==> src/rtl/alu_slice_sequencer.sv <==
// alu_slice_sequencer
//   Time-multiplexes one external 8-bit ALU over WIDTH/8 byte slices, LSB first, chaining the
//   slice carry. After the last slice it derives the flags and the number of leading 7-segment
//   digits to blank, pulses OUT_done and raises the result-ready tone request. While idle it
//   passes the operand being typed through to the display.
//
//   Optional feature macro: CORE_SIGNED_DISP_EN
//     defined     : sub/cmp results show their two's-complement magnitude, OUT_neg_ans active
//     not defined : OUT_neg_ans tied 0, blanking computed on the raw unsigned result
//
// Ports
//   IN_clk, IN_rst          clock, synchronous active-high reset
//   IN_finish               '=' key, starts an operation from IDLE
//   IN_ALU_OP               A add, B sub, C and, D or, E cmp
//   IN_SRC, IN_DST          operands (WIDTH bits)
//   IN_state, IN_flag       keypad state and digit count of the current number
//   IN_S, IN_carry_in       ALU slice result and carry/no-borrow
//   IN_music_on             sound block ack; low clears OUT_music_on
//   OUT_data_a/b, OUT_ALU_OP, OUT_alu_cin   ALU slice operands, opcode, carry-in
//   OUT_value, OUT_off_number               display value and leading digits to blank
//   OUT_carry_out, OUT_neg_ans, OUT_less_than, OUT_zero   result flags
//   OUT_music_on, OUT_busy, OUT_done, state              status
module alu_slice_sequencer #(
    parameter int unsigned WIDTH  = 16,
    parameter int unsigned DIGITS = 4,
    parameter int unsigned FLAG_W = 2
) (
    input  logic                         IN_clk,
    input  logic                         IN_rst,
    input  logic                         IN_finish,
    input  logic [3:0]                   IN_ALU_OP,
    input  logic [WIDTH-1:0]             IN_SRC,
    input  logic [WIDTH-1:0]             IN_DST,
    input  logic [1:0]                   IN_state,
    input  logic [FLAG_W-1:0]            IN_flag,
    input  logic [7:0]                   IN_S,
    input  logic                         IN_carry_in,
    input  logic                         IN_music_on,
    output logic [7:0]                   OUT_data_a,
    output logic [7:0]                   OUT_data_b,
    output logic [3:0]                   OUT_ALU_OP,
    output logic                         OUT_alu_cin,
    output logic [WIDTH-1:0]             OUT_value,
    output logic [$clog2(DIGITS+1)-1:0]  OUT_off_number,
    output logic                         OUT_carry_out,
    output logic                         OUT_neg_ans,
    output logic                         OUT_less_than,
    output logic                         OUT_zero,
    output logic                         OUT_music_on,
    output logic                         OUT_busy,
    output logic                         OUT_done,
    output logic [1:0]                   state
);

    localparam int unsigned SLICES = WIDTH / 8;
    localparam int unsigned OFF_W  = $clog2(DIGITS + 1);
    localparam int unsigned IDX_W  = (SLICES > 1) ? $clog2(SLICES) : 1;
    // Decimal digit thresholds are compared at least 64 bits wide so 10**i never truncates
    localparam int unsigned CW     = (WIDTH > 64) ? WIDTH : 64;

    localparam logic [3:0] OpAdd = 4'hA;
    localparam logic [3:0] OpSub = 4'hB;
    localparam logic [3:0] OpAnd = 4'hC;
    localparam logic [3:0] OpOr  = 4'hD;
    localparam logic [3:0] OpCmp = 4'hE;

    typedef enum logic [1:0] {
        StIdle  = 2'd0,
        StRun   = 2'd1,
        StFinal = 2'd2,
        StHold  = 2'd3
    } state_e;

    state_e             state_q, state_d;
    logic [WIDTH-1:0]   src_q, src_d, dst_q, dst_d;
    logic [3:0]         op_q, op_d;
    logic [7:0]         a_q, a_d, b_q, b_d;
    logic               cin_q, cin_d;
    logic [IDX_W-1:0]   idx_q, idx_d, idx_nxt;
    logic               carry_q, carry_d;
    logic [WIDTH-1:0]   value_q, value_d, mag;
    logic [OFF_W-1:0]   off_q, off_d;
    logic               cout_q, cout_d, neg_q, neg_d, lt_q, lt_d, zero_q, zero_d;
    logic               music_q, music_d, done_q, done_d;
    logic               logic_op;

    // Leading digits to blank for a value: at least one digit is always shown
    function automatic logic [OFF_W-1:0] blank_count(input logic [WIDTH-1:0] v);
        logic [CW-1:0] m;
        logic [CW-1:0] p;
        int            sig;
        m   = CW'(v);
        p   = CW'(10);
        sig = 1;
        for (int i = 1; i < int'(DIGITS); i++) begin
            if (m >= p) sig = i + 1;
            p = p * CW'(10);
        end
        return OFF_W'(int'(DIGITS) - sig);
    endfunction

    // Blanking while typing, floored at zero
    function automatic logic [OFF_W-1:0] typed_blank(input logic [FLAG_W-1:0] flag);
        if (int'(flag) >= int'(DIGITS)) return '0;
        return OFF_W'(int'(DIGITS) - int'(flag));
    endfunction

    always_ff @(posedge IN_clk) begin
        if (IN_rst) begin
            state_q <= StIdle;
            src_q   <= '0;
            dst_q   <= '0;
            op_q    <= '0;
            a_q     <= '0;
            b_q     <= '0;
            cin_q   <= 1'b0;
            idx_q   <= '0;
            carry_q <= 1'b0;
            value_q <= '0;
            off_q   <= OFF_W'(DIGITS);
            cout_q  <= 1'b0;
            neg_q   <= 1'b0;
            lt_q    <= 1'b0;
            zero_q  <= 1'b0;
            music_q <= 1'b0;
            done_q  <= 1'b0;
        end else begin
            state_q <= state_d;
            src_q   <= src_d;
            dst_q   <= dst_d;
            op_q    <= op_d;
            a_q     <= a_d;
            b_q     <= b_d;
            cin_q   <= cin_d;
            idx_q   <= idx_d;
            carry_q <= carry_d;
            value_q <= value_d;
            off_q   <= off_d;
            cout_q  <= cout_d;
            neg_q   <= neg_d;
            lt_q    <= lt_d;
            zero_q  <= zero_d;
            music_q <= music_d;
            done_q  <= done_d;
        end
    end

    always_comb begin
        state_d  = state_q;
        src_d    = src_q;
        dst_d    = dst_q;
        op_d     = op_q;
        a_d      = a_q;
        b_d      = b_q;
        cin_d    = cin_q;
        idx_d    = idx_q;
        carry_d  = carry_q;
        value_d  = value_q;
        off_d    = off_q;
        cout_d   = cout_q;
        neg_d    = neg_q;
        lt_d     = lt_q;
        zero_d   = zero_q;
        music_d  = music_q;
        done_d   = 1'b0;
        idx_nxt  = idx_q + 1'b1;
        mag      = value_q;
        logic_op = (op_q == OpAnd) || (op_q == OpOr);

        case (state_q)
            StIdle: begin
                a_d     = '0;
                b_d     = '0;
                cin_d   = 1'b0;
                op_d    = '0;
                cout_d  = 1'b0;
                neg_d   = 1'b0;
                lt_d    = 1'b0;
                zero_d  = 1'b0;
                music_d = 1'b0;
                if (IN_finish && (IN_ALU_OP inside {OpAdd, OpSub, OpAnd, OpOr, OpCmp})) begin
                    src_d   = IN_SRC;
                    dst_d   = IN_DST;
                    op_d    = IN_ALU_OP;
                    a_d     = IN_SRC[7:0];
                    b_d     = IN_DST[7:0];
                    // Subtraction runs as a + ~b + 1, so the first slice gets carry-in 1
                    cin_d   = (IN_ALU_OP == OpSub) || (IN_ALU_OP == OpCmp);
                    idx_d   = '0;
                    state_d = StRun;
                end else begin
                    case (IN_state)
                        2'd0: off_d = OFF_W'(DIGITS);
                        2'd1: begin
                            value_d = IN_SRC;
                            off_d   = typed_blank(IN_flag);
                        end
                        2'd2: ;
                        2'd3: begin
                            value_d = IN_DST;
                            off_d   = typed_blank(IN_flag);
                        end
                    endcase
                end
            end

            StRun: begin
                value_d[int'(idx_q)*8 +: 8] = IN_S;
                carry_d = IN_carry_in;
                cin_d   = logic_op ? 1'b0 : IN_carry_in;
                if (idx_q == IDX_W'(SLICES - 1)) begin
                    state_d = StFinal;
                end else begin
                    idx_d = idx_nxt;
                    a_d   = 8'(src_q >> (8 * idx_nxt));
                    b_d   = 8'(dst_q >> (8 * idx_nxt));
                end
            end

            StFinal: begin
                cout_d = logic_op ? 1'b0 : carry_q;
                lt_d   = (op_q == OpCmp) && !carry_q;
                zero_d = (value_q == '0);
`ifdef CORE_SIGNED_DISP_EN
                neg_d  = ((op_q == OpSub) || (op_q == OpCmp)) && value_q[WIDTH-1];
                if (neg_d) mag = ~value_q + 1'b1;
`else
                neg_d  = 1'b0;
`endif
                off_d   = blank_count(mag);
                done_d  = 1'b1;
                music_d = 1'b1;
                state_d = StHold;
            end

            StHold: begin
                if (!IN_music_on) music_d = 1'b0;
                // Any keypad activity or the clear key leaves the result screen
                if ((IN_state != 2'd0) || (&IN_flag)) begin
                    state_d = StIdle;
                    a_d     = '0;
                    b_d     = '0;
                    cin_d   = 1'b0;
                    op_d    = '0;
                    cout_d  = 1'b0;
                    neg_d   = 1'b0;
                    lt_d    = 1'b0;
                    zero_d  = 1'b0;
                    music_d = 1'b0;
                end
            end

            default: state_d = StIdle;
        endcase
    end

    assign OUT_data_a     = a_q;
    assign OUT_data_b     = b_q;
    assign OUT_ALU_OP     = op_q;
    assign OUT_alu_cin    = cin_q;
    assign OUT_value      = value_q;
    assign OUT_off_number = off_q;
    assign OUT_carry_out  = cout_q;
    assign OUT_neg_ans    = neg_q;
    assign OUT_less_than  = lt_q;
    assign OUT_zero       = zero_q;
    assign OUT_music_on   = music_q;
    assign OUT_busy       = (state_q == StRun);
    assign OUT_done       = done_q;
    assign state          = state_q;

endmodule
==> config.mk <==
export PLATFORM = sky130hd
export DESIGN_NAME = alu_slice_sequencer
export DESIGN_NICKNAME = d
export VERILOG_FILES = /design/src/rtl/alu_slice_sequencer.sv
export SDC_FILE = /design/constraint.sdc
export NUM_CORES = 1
export LEC_CHECK = 0
export BUFFER_PORTS_ARGS = -buffer_cell sky130_fd_sc_hd__buf_2
export CAP_MARGIN = 10
export CORE_ASPECT_RATIO = 0.75
export CORE_UTILIZATION = 40
export CTS_BUF_LIST = sky130_fd_sc_hd__clkbuf_8
export CTS_CLUSTER_DIAMETER = 50
export DETAILED_ROUTE_END_ITERATION = 10
export PLACE_DENSITY_LB_ADDON = 0.1
export REMOVE_ABC_BUFFERS = 1
export SLEW_MARGIN = 20
export SYNTH_ARGS = -nofsm -noshare
export SYNTH_HDL_FRONTEND = slang
export SYNTH_SLANG_ARGS = --single-unit
==> constraint.sdc <==
create_clock -name IN_clk -period 2.5 [get_ports IN_clk]
set_input_delay 0.375 -clock IN_clk [delete_from_list [all_inputs] [get_ports IN_clk]]
set_output_delay 0.375 -clock IN_clk [all_outputs]
set_load 0.01 [all_outputs]
# After elaboration in Yosys (flattened, before gate mapping)
# Cells that the tools add are included.
classes:
  eq_ne: 21
  n_addsub: 4
  order_cmp: 3
  n_reduce_logical: 31
  n_shift: 4
  mux: 41
op_table:
  columns: ["operator", "count"]
  rows:
  - ["16-bit one-hot mux with 2 select lines", 2]
  - ["8-bit one-hot mux with 3 select lines", 2]
  - ["8-bit two-way mux", 5]
  - ["4-bit negator with 33-bit output", 1]
  - ["8-bit by 33-bit variable shift with 16-bit output (first input constant)", 1]
  - ["8-bit by 33-bit indexed part select with 16-bit output", 1]
  - ["4-bit == test (second input constant)", 8]
  - ["16-bit by 4-bit right shift with 8-bit output", 2]
  - ["16-bit bitwise mux", 1]
  - ["16-bit by 10-bit >= comparator with 1-bit output (second input constant)", 1]
  - ["16-bit by 4-bit >= comparator with 1-bit output (second input constant)", 1]
  - ["16-bit by 7-bit >= comparator with 1-bit output (second input constant)", 1]
  - ["16-bit logical NOT", 1]
  - ["16-bit two-way mux", 1]
  - ["2-bit AND reduction", 8]
  - ["1-bit one-hot mux with 3 select lines", 5]
  - ["3-bit one-hot mux with 2 select lines", 2]
  - ["3-bit AND reduction", 4]
  - ["2-bit two-way mux", 5]
  - ["2-bit nonzero test", 5]
  - ["1-bit two-way mux", 9]
  - ["3-bit two-way mux", 3]
  - ["4-bit two-way mux", 2]
  - ["2-bit != test (second input constant)", 4]
  - ["other kinds (19)", 29]
word_totals:
  wordCells: 121
  out_inout_bits: 49
  register_bits: 82

# Logic depth before layout (Yosys ltp)
# Gate-level depths: netlist of run 1.
depth:
  depth_word: 7
  mapped_depth: 9

# Worst setup path before layout of run 1
# OpenSTA, ideal clock, no wires.
synth_timing:
  path_kind: "register -> register"
  from: "register state_q[1], in the netlist state[1]"
  to: "register value_q[0], in the netlist OUT_value[0]"
  required_time_ps: 2372
  stages_incl_launch_ff: 9
  setup_ps: 128
  path_buffers: 2
  path_slack_ps: 469
  t_arrival_ps: 1903
  path_cell_list: "dfxtp_1 -> inv_1 -> ha_1 -> buf_4 -> and2_1 -> clkbuf_2 -> a211oi_4 -> mux2i_1 -> nor2_1"
synth_via:
  elab_chain_len: 3
  word_cells_on_any_way: 7
  cone_classes: "3 x eq/ne; 1 x mux; 3 x reduce/logical"
synth_lines:
  columns: ["item", "line_no", "source"]
  rows:
  - ["start: declaration", "74", "state_e state_q, state_d;"]
  - ["start signal: assignment", "110", "state_q <= StIdle;"]
  - ["start signal: assignment", "128", "state_q <= state_d;"]
  - ["2-bit by 1-bit == test with 1-bit output *", null, null]
  - ["via OUT_busy", "50", "output logic OUT_busy,"]
  - ["2-bit nonzero test (no source line)", null, null]
  - ["3-bit AND reduction (no source line)", null, null]
  - ["end signal: assignment", "137", "value_q <= value_d;"]
  - ["end: declaration", "81", "logic [WIDTH-1:0] value_q, value_d, mag;"]
# The timed path passes the listed nets; every way through them passes the cells marked *.
# A chain may end at the register's enable or synchronous reset.

# Worst setup path after layout of run 1
layout_timing:
  from: "register state_q[1], in the netlist state[1]"
  to: "register value_q[6], in the netlist OUT_value[6]"
layout_via:
  elab_chain_len: 3
  word_cells_on_any_way: 7
  cone_classes: "3 x eq/ne; 1 x mux; 3 x reduce/logical"
layout_lines:
  columns: ["item", "line_no", "source"]
  rows:
  - ["2-bit logical NOT / 2-bit by 1-bit == test with 1-bit output (equally long branches)", "170", "case (state_q)"]
  - ["3-bit by 1-bit != test with 1-bit output (no source line) (tied with other cells)", null, null]
  - ["3-bit AND reduction (no source line)", null, null]
# Parallel ways exist; a longest one is shown, timed or not.

==> results of run 1 <==
-- power by group --
group / internal [mW] / switching, mW / total (mW)
sequential: 1.28 / 0.187 / 1.47
clock: 0.399 / 0.392 / 0.792
combinational: 0.747 / 1.08 / 1.82
-- path summary, 6_finish.rpt --
check                           startpoint            to  slack (ps)  cells after the start
worst max-delay path              state[1]  OUT_value[6]         250                      7
worst min-delay path            IN_SRC[14]     src_q[14]         270                      3
worst max register to register    state[1]  OUT_value[6]         250                      7
worst min register to register    dst_q[9]      dst_q[9]         450                      2
-- cells in the mapped netlist (all sizes together), types with 2 or more instances --
cell / instances
a211oi: 3
a21oi: 27
a221oi: 2
a311oi: 17
buf: 10
clkbuf: 22
dfxtp: 65
ha: 7
inv: 5
mux2i: 36
nand2: 77
nand3: 9
nand4: 4
nor2: 46
nor2b: 5
nor3: 7
o21ai: 37
o31ai: 2
or4: 2
-- final cells by class --
class / count / area (um2)
fill: 836 / 3890
tap: 105 / 131.4
multi-input combinational: 298 / 1777
clock buffer: 11 / 151.4
timing repair buffer: 111 / 595.6
clock inverter: 3 / 17.52
inverter: 5 / 18.77
sequential: 65 / 1301
-- worst min-delay path, delay by kind of cell --
kind	cells	cell delay, ps
AND/OR/NAND/NOR	1	50
buffers and inverters	1	100
AO/OA/AOI/OAI	1	50
-- flip-flops by register name, indices dropped and copies added, names as in the netlist, 2 cells and up --
register / flops
OUT_data_b: 8
state: 2
OUT_ALU_OP: 4
OUT_data_a: 8
dst_q: 8
src_q: 8
OUT_value: 16
OUT_off_number: 3
-- cell families (layout without fill, tap and decap cells) --
logic type | Yosys count | in the layout | synth area share
adder cells (fa/ha/maj) | 7 | 7 | 0.02694
AND/OR/NAND/NOR | 159 | 159 | 0.2175
flip-flops | 65 | 65 | 0.4003
buffers and inverters | 37 | 130 | 0.05312
XOR/XNOR | 1 | 1 | 0.002695
multiplexers | 36 | 36 | 0.1109
other | 1 | 1 | 0.001154
AO/OA/AOI/OAI | 94 | 94 | 0.1875
-- placed cells by master, fill, tap and decap left out, drive strengths merged, types with 3 or more instances in the layout --
| cell | n |
|---|---|
| a211oi | 3 |
| a21oi | 27 |
| a311oi | 17 |
| buf | 111 |
| clkbuf | 11 |
| dfxtp | 65 |
| ha | 7 |
| inv | 5 |
| mux2i | 36 |
| nand2 | 77 |
| nand3 | 9 |
| nand4 | 4 |
| nor2 | 46 |
| nor2b | 5 |
| nor3 | 7 |
| o21ai | 37 |
-- per-layer routing --
layer | vias to the layer above | share of wire
met5 | - | 0
met4 | 0 | 0.010
met3 | 8 | 0.060
met2 | 88 | 0.43
met1 | 1412 | 0.50
li1 | 1563 | -
==> flow_summary.ini, run 1 <==
[status]
status = completed

[die]
fp.dieW_um = 106.1
start_util = 0.4124
coreArea_um2 = 7883
io-pin-count = 102
row_count = 28
die_area_um2 = 8495
die_h_um = 80.07

[pwr]
power_density_nw_per_um2 = 1024
fin_total_pwr_mw = 4.088
p_leak_nw = 1.825
vdd_ir_drop_max_mv = 0.4458

[global_routing]
grt_pass1_wl_um = 14590
antenna_found_initial = 0
grt_pass1_vias = 2831
grt_max_degree = 45
use_met1 = 0.3195
grt_overflow_total = 0
use_met2 = 0.3477
grt.busiest_layer = met2
grt_use_total = 0.2299
grtUsageMet3 = 0.05519

[worst_setup_path]
path_cells = inv_1, ha_1, buf_4, nor2_1, a211oi_4, mux2i_1, nor2_1
crit_type = reg -> reg
cp.arrival_ps = 2450
critPathSlowestCell = a211oi_4
path_delay_family = compound AO/OA/AOI/OAI gates
critPathMaxFanout = 44
start_kind = flop
cp_num_buf_inv = 2
crit_required_ps = 2700
slowest_delay_ps = 610
path_common_cell = nor2_1
critPathCaptureType = flop

[timing]
setup_violations = 0
setup_tns_ps = 0
relSlewSlack = 0.3430
fin_crit_sh = 0.8998
hold_slack_ps = 274.8
rsz0062_at_grt = no
finalHoldViolCount = 0
period_minus_slack_ps = 2250
fmax_mhz = 444.5
worst_pin_slew_ps = 983.5
slew_violations = 0
fin_skew_ps = 6.151
fin_ws_ps = 250.4

[clock_network]
postCtsHoldBufs = 0
clock_latency_ps = 340
cts-root-buf = clkbuf_8
path_clk_slew_ps = 70
clockBufferDepth = 2
cts-htree-levels = 3
cts_setup_buffers = 0
cts_tree = built
clock_sinks = 65
cts.repair.resized = 0
numCtsBuffers = 9

[route]
drc = 0
routed_wl_um = 9225
drtIter0Drc = 103
viasPerCell = 5.135
ant_nets = 0
wire_per_inst_um = 15.43
dr_total_vias = 3071
first_pass_iters = 4

[placed_design]
place_area_um2 = 3824
place_hpwl_um = 6557
port_buffers = 100
post-place-ws_ps = 235.9
gp_congestion = 0.8130
numPlacedInstances = 584

[layout]
area_growth_pct = 22.83
finalNetCount = 550
stdcell_area_um2 = 3993
fin_cells = 598
utilization = 0.5065
drive_above_1_share = 0.2698
num_antenna_cells = 0

[logic_synthesis]
ys_seq_area_frac = 0.4003
yosysTopAreaCell = dfxtp_1
synthFlopType = dfxtp_1
async_flop_share = 0
synth-seq-cells = 65
syn_area_um2 = 3251
synth_warnings = 0
synth_top_area_share = 0.4003
synth_cell_types = 41
syn_area_per_cell_um2 = 8.127
synth_area_leaders = dfxtp_1 40%, mux2i_1 11%, nand2_1 8.9%
synth_cells = 400
synth_edf_count = 0

[min_path]
hold_class = in -> reg

[flow_run]
cap_violations = 0
Power figures use the tool's default switching activity.
==> inputs of run 2 (changes only) <==
--- a/config.mk
+++ b/config.mk
@@ -12,7 +12,7 @@
 export CTS_BUF_LIST = sky130_fd_sc_hd__clkbuf_8
 export CTS_CLUSTER_DIAMETER = 50
 export DETAILED_ROUTE_END_ITERATION = 10
-export PLACE_DENSITY_LB_ADDON = 0.1
+export PLACE_DENSITY = 0.64
 export REMOVE_ABC_BUFFERS = 1
 export SLEW_MARGIN = 20
 export SYNTH_ARGS = -nofsm -noshare
==> flow_summary.ini, run 2 (synthesized netlist as in run 1, its figures left out) <==
[worst_setup_path]
crit_required_ps = 2740
critPathMaxFanout = 10
crit_type = reg -> reg
cp.arrival_ps = 2440
critPathCaptureType = flop
start_kind = flop

[die]
fp.dieW_um = 106.1
io-pin-count = 102
start_util = 0.4124
die_area_um2 = 8495
coreArea_um2 = 7883
row_count = 28
die_h_um = 80.07

[timing]
fin_crit_sh = 0.8794
fmax_mhz = 454.9
worst_pin_slew_ps = 1029
relSlewSlack = 0.3123
fin_skew_ps = 5.688
finalHoldViolCount = 0
setup_tns_ps = 0
hold_slack_ps = 283.6
period_minus_slack_ps = 2198
rsz0062_at_grt = no
slew_violations = 0
setup_violations = 0

[route]
ant_nets = 0
routed_wl_um = 9386
first_pass_iters = 4
drtIter0Drc = 193
wire_per_inst_um = 15.64
dr_total_vias = 3135
drc = 0
viasPerCell = 5.225

[global_routing]
grt_max_degree = 35
antenna_found_initial = 0
grt_pass1_wl_um = 14810
grt.busiest_layer = met2
use_met1 = 0.3186
grtUsageMet3 = 0.06331
grt_overflow_total = 0
grt_pass1_vias = 2917
grt_use_total = 0.2287
use_met2 = 0.3490

[pwr]
vdd_ir_drop_max_mv = 0.5073
power_density_nw_per_um2 = 1027
p_leak_nw = 1.829
fin_total_pwr_mw = 4.090

[layout]
largest_reg_flops = 16
regArea_um2 = 1301
final_common_cell = buf_2
area_growth_pct = 22.48
final_cell_mix = 100 x buf_2, 77 x nand2_1, 65 x dfxtp_1, 46 x nor2_1, 37 x o21ai_0
num_antenna_cells = 0
drive_above_1_share = 0.2687
finalNetCount = 551
multi_input_area_um2 = 1777
n_fill_cell = 827

[clock_network]
cts_setup_buffers = 0
clockBufferDepth = 2
cts.repair.resized = 0
clock_sinks = 65
numCtsBuffers = 9
cts-htree-levels = 3
clock_latency_ps = 340
path_clk_slew_ps = 70
postCtsHoldBufs = 0
cts-root-buf = clkbuf_8
cts_tree = built

[status]
status = completed

[placed_design]
place_hpwl_um = 6852
port_buffers = 100
gp_congestion = 0.8186

[min_path]
hold_class = in -> reg

[flow_run]
cap_violations = 0
==> run 2: cell types whose count changed in the layout (fill, tap and decap cells not counted), sizes merged <==
cell	change
inv	+2
buf	+1
clkbuf	-1
==> run 2: area by class of cell <==
cell class | count | area share
Multi-Input combinational cell | 298 | 0.4463
Sequential cell | 65 | 0.3268
Timing Repair Buffer | 112 | 0.1483
Clock buffer | 10 | 0.03457
Tap cell | 105 | 0.03300
Clock inverter | 5 | 0.006285
Inverter | 5 | 0.004714
==> run 2: worst max-delay path, stage by stage, from the launching register on <==
cell	delay (ps)
dfxtp_1	350
inv_1	90
ha_1	220
nor2b_1	840
a211o_1	270
nor3_1	60
a211oi_1	270
==> run 2: path summary, 6_finish.rpt <==
check,startpoint,end,slack (ps),depth (start not counted)
setup / recovery,state[1],state[0],300,6
hold / removal,IN_SRC[10],src_q[10],280,3
setup reg to reg,state[1],state[0],300,6
hold reg to reg,src_q[10],src_q[10],450,2
==> run 2: report_power, final <==
part / total, mW / internal [mW] / switching, mW
clock: 0.759 / 0.370 / 0.388
sequential: 1.49 / 1.28 / 0.206
combinational: 1.84 / 0.751 / 1.09
total: 4.09 / 2.41 / 1.68
==> run 2: routing by layer <==
layer / vias up / part of all wire
met4: 0 / 0.0071
met1: 1445 / 0.49
met3: 5 / 0.063
li1: 1579 / -
met5: - / 0
met2: 106 / 0.44
==> run 2: metrics by stage <==
stage | std cells | worst slack [ps] | utilization | instance area, um2
after detailed placement | 585 | 316.9 | 0.4844 | 3819
final | 600 | 301.6 | 0.5051 | 3981
after CTS | 600 | 295.4 | 0.5051 | 3981
after global routing | 600 | 101.8 | 0.5051 | 3981
after floorplan | 368 | 131.6 | - | 3097
after global placement | 585 | 366.8 | 0.4844 | 3819
==> inputs of run 3 (changes only) <==
--- a/config.mk
+++ b/config.mk
@@ -5,6 +5,7 @@
 export SDC_FILE = /design/constraint.sdc
 export NUM_CORES = 1
 export LEC_CHECK = 0
+export ABC_AREA = 1
 export BUFFER_PORTS_ARGS = -buffer_cell sky130_fd_sc_hd__buf_2
 export CAP_MARGIN = 10
 export CORE_ASPECT_RATIO = 0.75
@@ -12,7 +13,7 @@
 export CTS_BUF_LIST = sky130_fd_sc_hd__clkbuf_8
 export CTS_CLUSTER_DIAMETER = 50
 export DETAILED_ROUTE_END_ITERATION = 10
-export PLACE_DENSITY = 0.64
+export PLACE_DENSITY = 0.62
 export REMOVE_ABC_BUFFERS = 1
 export SLEW_MARGIN = 20
 export SYNTH_ARGS = -nofsm -noshare
==> flow_summary.ini, run 3 <==
[status]
status = completed

[die]
start_util = 0.4138
die_h_um = 88.74
io-pin-count = 102
row_count = 31
fp.dieW_um = 117.7
coreArea_um2 = 9697
die_area_um2 = 10440

[timing]
period_minus_slack_ps = 2074
fin_skew_ps = 10.75
worst_pin_slew_ps = 642.9
fin_ws_ps = 426.1
fin_crit_sh = 0.8296
slew_violations = 0
setup_violations = 0
hold_slack_ps = 290.8
rsz0062_at_grt = no
fmax_mhz = 482.2
setup_tns_ps = 0
finalHoldViolCount = 0
relSlewSlack = 0.5714

[worst_setup_path]
start_kind = flop
critPathCaptureType = flop
r2r_cells = 8
critPathMaxFanout = 17
cp.arrival_ps = 2320
path_common_cell = inv_1
slowest_delay_ps = 410
crit_type = reg -> reg
r2r_end = OUT_data_a[6]
r2r_slack_ps = 430
critPathSlowestCell = dfxtp_1
path_cells = inv_1, ha_1, inv_1, nand2_1, nor2_4, inv_2, nor2_1, a21oi_1
cp_num_buf_inv = 3
crit_required_ps = 2750
path_delay_family = simple AND/OR/NAND/NOR gates
timing.rr.start = state[0]

[pwr]
p_int_mw = 2.855
p_sw_frac = 0.4365
vdd_ir_drop_max_mv = 0.4932
power_density_nw_per_um2 = 1066
pwr-share-seq = 0.359
p_leak_nw = 2.196
fin_total_pwr_mw = 5.066
p_sw_mw = 2.211
power_frac_comb = 0.450
clockPowerShare = 0.191

[layout]
final_cell_mix = 100 x buf_2, 83 x nor2_1, 81 x dfxtp_1, 81 x nand2_1, 78 x inv_1
utilization = 0.4899
finalNetCount = 728
n_fill_cell = 1030
drive_above_1_share = 0.2125
num_antenna_cells = 0
final_common_cell = buf_2
area_growth_pct = 18.40

[clock_network]
cts_tree = built
cts-root-buf = clkbuf_8
clockBufferDepth = 2
clock_latency_ps = 360
cts-htree-levels = 3
postCtsHoldBufs = 0
clock_sinks = 81
path_clk_slew_ps = 90
numCtsBuffers = 9
cts.repair.resized = 0
cts_setup_buffers = 0

[logic_synthesis]
synth-seq-cells = 81
synth_top_area_share = 0.4041
synth_cell_types = 30
yosys.cell_count.top_type = nor2_1
async_flop_share = 0
synth_edf_count = 0
synth_common_cells = 83 x nor2_1, 81 x dfxtp_1, 81 x nand2_1
synth_warnings = 0
synth_area_leaders = dfxtp_1 40%, o21ai_0 9.1%, a21oi_1 8.0%
synthFlopType = dfxtp_1
ys_seq_area_frac = 0.4041
yosysTopAreaCell = dfxtp_1
syn_area_per_cell_um2 = 6.906
syn_area_um2 = 4013
synth_cells = 581

[route]
dr_total_vias = 4062
drc = 0
routed_wl_um = 11510
drt-met1-wl_um = 5944
dr_wl_met2_um = 4799
top_layer = met4
viasPerCell = 5.046
ant_nets = 0
wire_per_inst_um = 14.30
first_pass_iters = 5
drtIter0Drc = 283
wl_met3_um = 691

[placed_design]
port_buffers = 100
place_hpwl_um = 8048
post-place-ws_ps = 457.4
gp_congestion = 0.8115

[global_routing]
antenna_found_initial = 0
grt_pass1_vias = 3606
grt_max_degree = 73
grt_overflow_total = 0
grt_pass1_wl_um = 18240
grt_use_total = 0.2239

[flow_run]
cap_violations = 0

[min_path]
hold_end = OUT_data_a[2]
hold_depth = 3
hold_class = in -> reg
min_from = IN_SRC[2]
run 3: cell count changes after synthesis, sizes merged, moves of 5 or more:
cell    delta
a21oi     +39
a311oi    -17
buf        +6
clkbuf     -8
dfxtp     +16
inv       +77
mux2i     -36
nand2     +12
nand3     +12
nor2      +41
nor2b      -5
o21ai     +39
o22ai     +32
run 3: final cells by class:
class,instances,area (um2),area share
multi-input combinational,387,1911,0.4022
sequential,81,1622,0.3413
timing repair buffer,106,545.5,0.1148
inverter,83,311.5,0.06558
tap,132,165.2,0.03476
clock buffer,10,137.6,0.02897
clock inverter,6,58.81,0.01238
run 3: power groups by stage:
stage	logic, mW	registers [mW]	clock network (mW)
final	2.28	1.82	0.968
after global routing	2.57	1.85	1.04
after CTS	2.27	1.81	0.989
after detailed placement	2.26	1.84	0
after global placement	2.23	1.83	0
after floorplan	1.41	1.90	0
run 3: routing by layer:
metal	track usage	vias to the layer above
li1	-	2063
met1	0.3163	1855
met2	0.3380	136
met3	0.05992	8
met4	0.05478	0
met5	0	-
run 3: worst max-delay path by stage:
stage	from	to	slack (ps)	cells past startpoint
floorplan	state[1]	OUT_data_a[2]	640	8
detailed placement	state[0]	OUT_data_a[6]	460	8
global route	state[0]	OUT_data_b[7]	240	8
CTS	state[0]	OUT_data_b[3]	430	8
finish	state[0]	OUT_data_a[6]	430	8
global placement	state[0]	OUT_data_b[3]	540	8
run 3: stage by stage:
step                      instances  area, um2
final                           805       4751
after global routing            805       4751
after CTS                       805       4751
after detailed placement        789       4554
after global placement          789       4554
after floorplan                 551       3844
run 3: cell families (layout without fill, tap and decap cells):
| kind of cell | Yosys count | in the layout | synth area share |
|---|---|---|---|
| compound gates | 175 | 175 | 0.2307 |
| fa+ha+maj | 7 | 7 | 0.02183 |
| buf+inv | 113 | 205 | 0.1197 |
| flops | 81 | 81 | 0.4041 |
| other cells | 1 | 1 | 0.0009346 |
| simple gates | 204 | 204 | 0.2226 |
run 3: tightest hold or removal path: cells and delay by family:
| kind | cells | cell delay [ps] |
|---|---|---|
| AOI/OAI and AO/OA | 1 | 60 |
| and+or+nand+nor | 1 | 60 |
| buffers and inverters | 1 | 120 |
